### src/rtl/bs_cmd_queue_if.sv
// Handshake/bus bundle for bs_cmd_queue: command input, shifter feed/return, result output.
// The slave modport is the queue's view; the master modport is the view of whatever drives it.
interface bs_cmd_queue_if #(
  parameter int DATA_W  = 8,
  parameter int SHAMT_W = 3
);
  logic               in_valid;
  logic               in_ready;
  logic [DATA_W-1:0]  in_data;
  logic [SHAMT_W-1:0] in_range;
  logic [DATA_W-1:0]  bs_a;
  logic [SHAMT_W-1:0] bs_range;
  logic [DATA_W-1:0]  bs_out;
  logic               res_valid;
  logic               res_ready;
  logic [DATA_W-1:0]  res_data;
  logic [SHAMT_W-1:0] res_range;

  modport slave (
    input  in_valid, in_data, in_range, bs_out, res_ready,
    output in_ready, bs_a, bs_range, res_valid, res_data, res_range
  );

  modport master (
    output in_valid, in_data, in_range, bs_out, res_ready,
    input  in_ready, bs_a, bs_range, res_valid, res_data, res_range
  );
endinterface

### src/rtl/bs_cmd_queue.sv
// Show-ahead command FIFO feeding an external combinational barrel shifter, with a registered result stage.
// Optional macro BS_CMD_QUEUE_CNT_EN adds a saturating 16-bit done_cnt of completed commands.
module bs_cmd_queue #(
  parameter int DATA_W  = 8,
  parameter int SHAMT_W = 3,
  parameter int DEPTH   = 4
) (
  input  logic                   clk,
  input  logic                   rst,
  bs_cmd_queue_if.slave          bus,
  output logic [$clog2(DEPTH):0] level
`ifdef BS_CMD_QUEUE_CNT_EN
  ,
  output logic [15:0]            done_cnt
`endif
);

  localparam int PTR_W = $clog2(DEPTH);
  localparam int CNT_W = PTR_W + 1;

  logic [DATA_W-1:0]  data_mem_q  [DEPTH];
  logic [DATA_W-1:0]  data_mem_d  [DEPTH];
  logic [SHAMT_W-1:0] range_mem_q [DEPTH];
  logic [SHAMT_W-1:0] range_mem_d [DEPTH];

  logic [PTR_W-1:0]   wr_ptr_q, wr_ptr_d;
  logic [PTR_W-1:0]   rd_ptr_q, rd_ptr_d;
  logic [CNT_W-1:0]   count_q, count_d;
  logic               res_valid_q, res_valid_d;
  logic [DATA_W-1:0]  res_data_q, res_data_d;
  logic [SHAMT_W-1:0] res_range_q, res_range_d;

  logic               not_empty;
  logic               in_ready;
  logic               push;
  logic               pop;
  logic [DATA_W-1:0]  head_data;
  logic [SHAMT_W-1:0] head_range;

  // Head and handshake decode, all from registered state
  always_comb begin
    not_empty  = (count_q != '0);
    in_ready   = (count_q < CNT_W'(DEPTH));
    push       = bus.in_valid && in_ready;
    pop        = not_empty && (!res_valid_q || bus.res_ready);
    head_data  = not_empty ? data_mem_q[rd_ptr_q]  : '0;
    head_range = not_empty ? range_mem_q[rd_ptr_q] : '0;
  end

  // Next state: FIFO storage, pointers, occupancy and result register
  always_comb begin
    data_mem_d  = data_mem_q;
    range_mem_d = range_mem_q;
    wr_ptr_d    = wr_ptr_q;
    rd_ptr_d    = rd_ptr_q;
    count_d     = count_q;
    res_valid_d = res_valid_q;
    res_data_d  = res_data_q;
    res_range_d = res_range_q;

    if (push) begin
      data_mem_d[wr_ptr_q]  = bus.in_data;
      range_mem_d[wr_ptr_q] = bus.in_range;
      wr_ptr_d              = wr_ptr_q + PTR_W'(1);
    end

    if (pop) begin
      res_data_d  = bus.bs_out;
      res_range_d = head_range;
      res_valid_d = 1'b1;
      rd_ptr_d    = rd_ptr_q + PTR_W'(1);
    end else if (bus.res_ready) begin
      res_valid_d = 1'b0;
    end

    case ({push, pop})
      2'b10:   count_d = count_q + CNT_W'(1);
      2'b01:   count_d = count_q - CNT_W'(1);
      default: count_d = count_q;
    endcase
  end

  always_ff @(posedge clk) begin
    if (rst) begin
      wr_ptr_q    <= '0;
      rd_ptr_q    <= '0;
      count_q     <= '0;
      res_valid_q <= 1'b0;
      res_data_q  <= '0;
      res_range_q <= '0;
    end else begin
      wr_ptr_q    <= wr_ptr_d;
      rd_ptr_q    <= rd_ptr_d;
      count_q     <= count_d;
      res_valid_q <= res_valid_d;
      res_data_q  <= res_data_d;
      res_range_q <= res_range_d;
    end
  end

  // Entry storage carries no reset; stale entries are never visible past count_q
  always_ff @(posedge clk) begin
    data_mem_q  <= data_mem_d;
    range_mem_q <= range_mem_d;
  end

`ifdef BS_CMD_QUEUE_CNT_EN
  logic [15:0] done_cnt_q, done_cnt_d;

  function automatic logic [15:0] sat_inc(input logic [15:0] v);
    return (v == 16'hFFFF) ? v : v + 16'd1;
  endfunction

  always_comb begin
    done_cnt_d = done_cnt_q;
    if (pop) done_cnt_d = sat_inc(done_cnt_q);
  end

  always_ff @(posedge clk) begin
    if (rst) done_cnt_q <= '0;
    else     done_cnt_q <= done_cnt_d;
  end

  assign done_cnt = done_cnt_q;
`endif

  assign bus.in_ready  = in_ready;
  assign bus.bs_a      = head_data;
  assign bus.bs_range  = head_range;
  assign bus.res_valid = res_valid_q;
  assign bus.res_data  = res_data_q;
  assign bus.res_range = res_range_q;
  assign level         = count_q;

endmodule

### src/flat_wrapper.sv
// flat-port wrapper written by rule: the top's interface ports become plain ports
module bs_cmd_queue_flat 
#(
  parameter int DATA_W  = 8,
  parameter int SHAMT_W = 3,
  parameter int DEPTH   = 4
)
  (clk, rst, level, bus_in_valid, bus_in_data, bus_in_range, bus_bs_out, bus_res_ready, bus_in_ready, bus_bs_a, bus_bs_range, bus_res_valid, bus_res_data, bus_res_range);
  bs_cmd_queue_if #(.DATA_W(DATA_W), .SHAMT_W(SHAMT_W)) bus_i ();
  input  logic clk;
  input  logic rst;
  output logic [$clog2(DEPTH):0] level;
  input wire logic [$bits(bus_i.in_valid)-1:0] bus_in_valid;
  input wire logic [$bits(bus_i.in_data)-1:0] bus_in_data;
  input wire logic [$bits(bus_i.in_range)-1:0] bus_in_range;
  input wire logic [$bits(bus_i.bs_out)-1:0] bus_bs_out;
  input wire logic [$bits(bus_i.res_ready)-1:0] bus_res_ready;
  output wire logic [$bits(bus_i.in_ready)-1:0] bus_in_ready;
  output wire logic [$bits(bus_i.bs_a)-1:0] bus_bs_a;
  output wire logic [$bits(bus_i.bs_range)-1:0] bus_bs_range;
  output wire logic [$bits(bus_i.res_valid)-1:0] bus_res_valid;
  output wire logic [$bits(bus_i.res_data)-1:0] bus_res_data;
  output wire logic [$bits(bus_i.res_range)-1:0] bus_res_range;
  assign bus_i.in_valid = bus_in_valid;
  assign bus_i.in_data = bus_in_data;
  assign bus_i.in_range = bus_in_range;
  assign bus_i.bs_out = bus_bs_out;
  assign bus_i.res_ready = bus_res_ready;
  assign bus_in_ready = bus_i.in_ready;
  assign bus_bs_a = bus_i.bs_a;
  assign bus_bs_range = bus_i.bs_range;
  assign bus_res_valid = bus_i.res_valid;
  assign bus_res_data = bus_i.res_data;
  assign bus_res_range = bus_i.res_range;
  bs_cmd_queue #(.DATA_W(DATA_W), .SHAMT_W(SHAMT_W), .DEPTH(DEPTH)) u_core (.clk(clk), .rst(rst), .bus(bus_i), .level(level));
endmodule
### config.mk
export PLATFORM = sky130hd
export DESIGN_NAME = bs_cmd_queue_flat
export DESIGN_NICKNAME = d
export VERILOG_FILES = /design/src/rtl/bs_cmd_queue_if.sv /design/src/rtl/bs_cmd_queue.sv /design/src/flat_wrapper.sv
export SDC_FILE = /design/constraint.sdc
export NUM_CORES = 1
export LEC_CHECK = 0
export ABC_AREA = 1
export BUFFER_PORTS_ARGS = -buffer_cell sky130_fd_sc_hd__buf_4
export CAP_MARGIN = 10
export CORE_MARGIN = 2
export CORE_UTILIZATION = 48
export DETAILED_ROUTE_END_ITERATION = 8
export PLACE_DENSITY = 0.68
export SLEW_MARGIN = 20
export SYNTH_ARGS = -nofsm -noshare
export SYNTH_HDL_FRONTEND = slang
export SYNTH_SLANG_ARGS = --single-unit
### constraint.sdc
create_clock -name clk -period 2.5 [get_ports clk]
set_input_delay 0.125 -clock clk [delete_from_list [all_inputs] [get_ports clk]]
set_output_delay 0.125 -clock clk [all_outputs]
set_load 0.03 [all_outputs]
==> impl_results.md <==
- Status: complete, no violations
- Rel. slew slack: about three fifths
- Worst-case reg-to-reg path depth: 12
- Cts hold-fix bufs: 12
- Worst slew pin tran: approximately 0.62 ns
- Final min period: between 1.5 and 2 ns
- Detailed-route wire length per cell: around 13 um
- R2r setup slk: around 0.51 ns
- Drt drc: 0
- Die W: around 79 um
- Final ANT Viol Nets: 0
- Number of max-cap violations: 0
- H-tree depth: 3
- Final Cycle Share: 79.6%
- Die Ht: ~79 um
- Combined area of the multi-input logic cells: between 700 and 800 um^2
- Final setup viols: 0
- Layout cell share with drive strength beyond 1: between 20% and 30%
- Syn avg cell area: between 10 and 15 um^2
- Starting Density: 49.6%
- RSZ-0062 raised after global routing: no
- Crit path required time: ~2.8 ns
- Final hold violation count: 0
- Worst setup EP type: register
- Remaining global-route overflow: 0
- Max Fclk: roughly 500 MHz
- Min setup slack post-route: slightly above 0.5 ns
- Worst min path class: in -> reg
- TNS Setup: 0 ns
- Initial antenna violation count: 0
- Crit Path Class: reg -> reg
- IO buf count: 49
- Boundary Pins: 50
- Synthesized flop and latch total: 63
- # diodes: 0
- RR Endpoint: u_core.level[2]
- Post-detail-place hpwl: about 3500 um
- Slew Limit Fails: 0
- CTS tree: built
- Total area of sequential cells: 0.00170 mm^2
- Seq/Total Area, Yosys: between 60 and 70%
- Vias: ~1,900
- Leakage: ~1.5 nW
- Crit. Startpoint: u_core.level[0]
- Clk buf depth: 2
- Mapped Nets: 293
- PwrDens: ~1300 mW/mm^2
- Row count: 27
- Routed WL: approximately 5500 um
- Mapped Area: ~0.0027 mm^2
- CTS Sinks: between 60 and 70
- Vias in the first global route: about 1,900
- CTS Buf Count: 9
- Routability cong.: approximately 0.73
- Worst setup endpoint: u_core.level[2]
- Synthesis Warnings: 0
- Synth Instances: about 260
- Final nets: approximately 360
- Filler instances: approximately 480
- Total GRT Usage: 18.7%
- Clk root buf: clkbuf_8
- Clock latency on the worst-skew pair: 0.34 ns
- Critical Path AT: about 2.3 ns
- CTS resizes: 0
- Worst vdd ir: 0.000607 V
- Layout area overhead: 26.8%
- Clock transition at path regs: 0.07 ns
- Post CTS Setup Buffer Count: 0
- First drt pass iteration count: 4
- Worst setup SP type: register
- Die area: between 0.006 and 0.007 mm^2
- Distinct cell type count of the synthesized netlist: 23
- Avg Vias per Cell: approximately 4.7
- Worst-path maximum fanout: 17
- Dpl ws: roughly 0.51 ns
- Worst r2r src: u_core.level[0]
- Core Area: around 0.0055 mm^2
- Starting DRT DRC Count: 100
- Worst-case clock skew: 0.00732 ns
- First-pass GRT wire length: 8700 um
- Largest net degree at the start of global routing: 25
-- cells in the final DEF (no fill, tap or decap), drive strengths merged --
cell type,netlist,final
a21oi,16,16
buf,10,55
bufinv,0,2
clkbuf,0,11
clkinv,0,3
dfxtp,19,19
dlygate4sd3,0,12
edfxtp,44,44
fa,1,1
ha,5,5
inv,34,34
nand2,35,35
nand3,8,8
nor2,63,63
o21ai,29,29
-- metal layers --
metal  up-vias  share of wire, %  global-route usage [%]
met3        13               3.9                    4.43
met4         0               2.6                    10.3
met1       896                46                    23.7
met5         -                 0                       0
met2        41                47                    29.5
li1        991                 -                       -
-- how the worst min path moves through the flow --
stage	slack, ns	depth (start not counted)	to	from
2_1_floorplan	0.19	1	u_core.rd_ptr_q[1]	rst
3_3_place_gp	0.30	2	u_core.rd_ptr_q[1]	rst
3_5_place_dp	0.30	2	u_core.rd_ptr_q[1]	rst
4_1_cts	0.01	3	u_core.bus.res_data[6]	bus_bs_out[6]
5_1_grt	0.02	3	u_core.bus.res_data[6]	bus_bs_out[6]
6_report	0.02	3	u_core.bus.res_data[6]	bus_bs_out[6]
-- synth_stat cells --
cell,n,share of area (%)
nand3_1,6,1.1
inv_2,2,0.28
inv_1,31,4.3
nand2_2,6,1.4
nor2_1,62,8.6
a21oi_2,1,0.32
o21ai_0,7,1.3
edfxtp_1,44,49
buf_4,2,0.55
o21ai_1,16,3.0
ha_1,5,2.3
buf_12,1,0.74
buf_6,5,2.1
buf_2,2,0.37
nand2_4,1,0.42
nand2_1,28,3.9
nand3_2,2,0.74
dfxtp_1,19,14
a21oi_1,15,2.8
fa_1,1,0.74
o21ai_2,6,1.9
nor2_2,1,0.23
inv_6,1,0.32
-- metrics by stage --
step | cell area, um^2 | hold WS (ns) | power [mW] | util (%) | std cells
3_3_place_gp | 3110 | 0.299 | 3.51 | 56.9 | 381
5_1_grt | 3440 | 0.0189 | 4.75 | 62.8 | 409
6_report | 3440 | 0.0179 | 4.45 | 62.8 | 409
3_5_place_dp | 3110 | 0.300 | 3.54 | 56.9 | 381
2_1_floorplan | 2710 | 0.187 | 2.98 | - | 264
4_1_cts | 3440 | 0.0141 | 4.48 | 62.8 | 409
-- power breakdown --
| part | internal [mW] | switching [mW] |
|---|---|---|
| combinational | 0.693 | 1.40 |
| sequential | 1.32 | 0.110 |
| clock | 0.554 | 0.369 |
-- cells by family (layout without fill, tap and decap cells) --
family	Yosys count	after routing	share of synthesized area (%)
and+or+nand+nor	106	106	16.3
buffers and inverters	44	117	8.63
AOI/OAI and AO/OA	45	45	9.27
DFF	63	63	62.7
adders and majority gates	6	6	3.04
-- state kept, by name, indices dropped and copies added (netlist names) --
signal and count:
u_core.level 3, u_core.data_mem_q 32, u_core.bus.res_range 3, u_core.range_mem_q 12, u_core.bus.res_valid 1, u_core.bus.res_data 8
u_core.wr_ptr_q 2, u_core.rd_ptr_q 2
-- critical path, stage by stage (launching register included) --
cell,delay [ns]
dfxtp_1,0.40
nor2_2,0.06
nand2_2,0.09
nand2_4,0.14
inv_2,0.20
ha_1,0.19
inv_1,0.06
fa_1,0.37
nand2_1,0.08
nand3_1,0.09
nand2_1,0.07
nand2_1,0.05
nor2_1,0.11
-- final cells by class --
type | count | share of cell area (%)
sequential | 63 | 49.5
multi-input combinational | 157 | 22.6
timing repair buffer | 67 | 15.5
tap | 72 | 2.62
clock inverter | 5 | 2.11
clock buffer | 11 | 3.82
inverter | 34 | 3.86
Power figures use the tool's default switching activity.
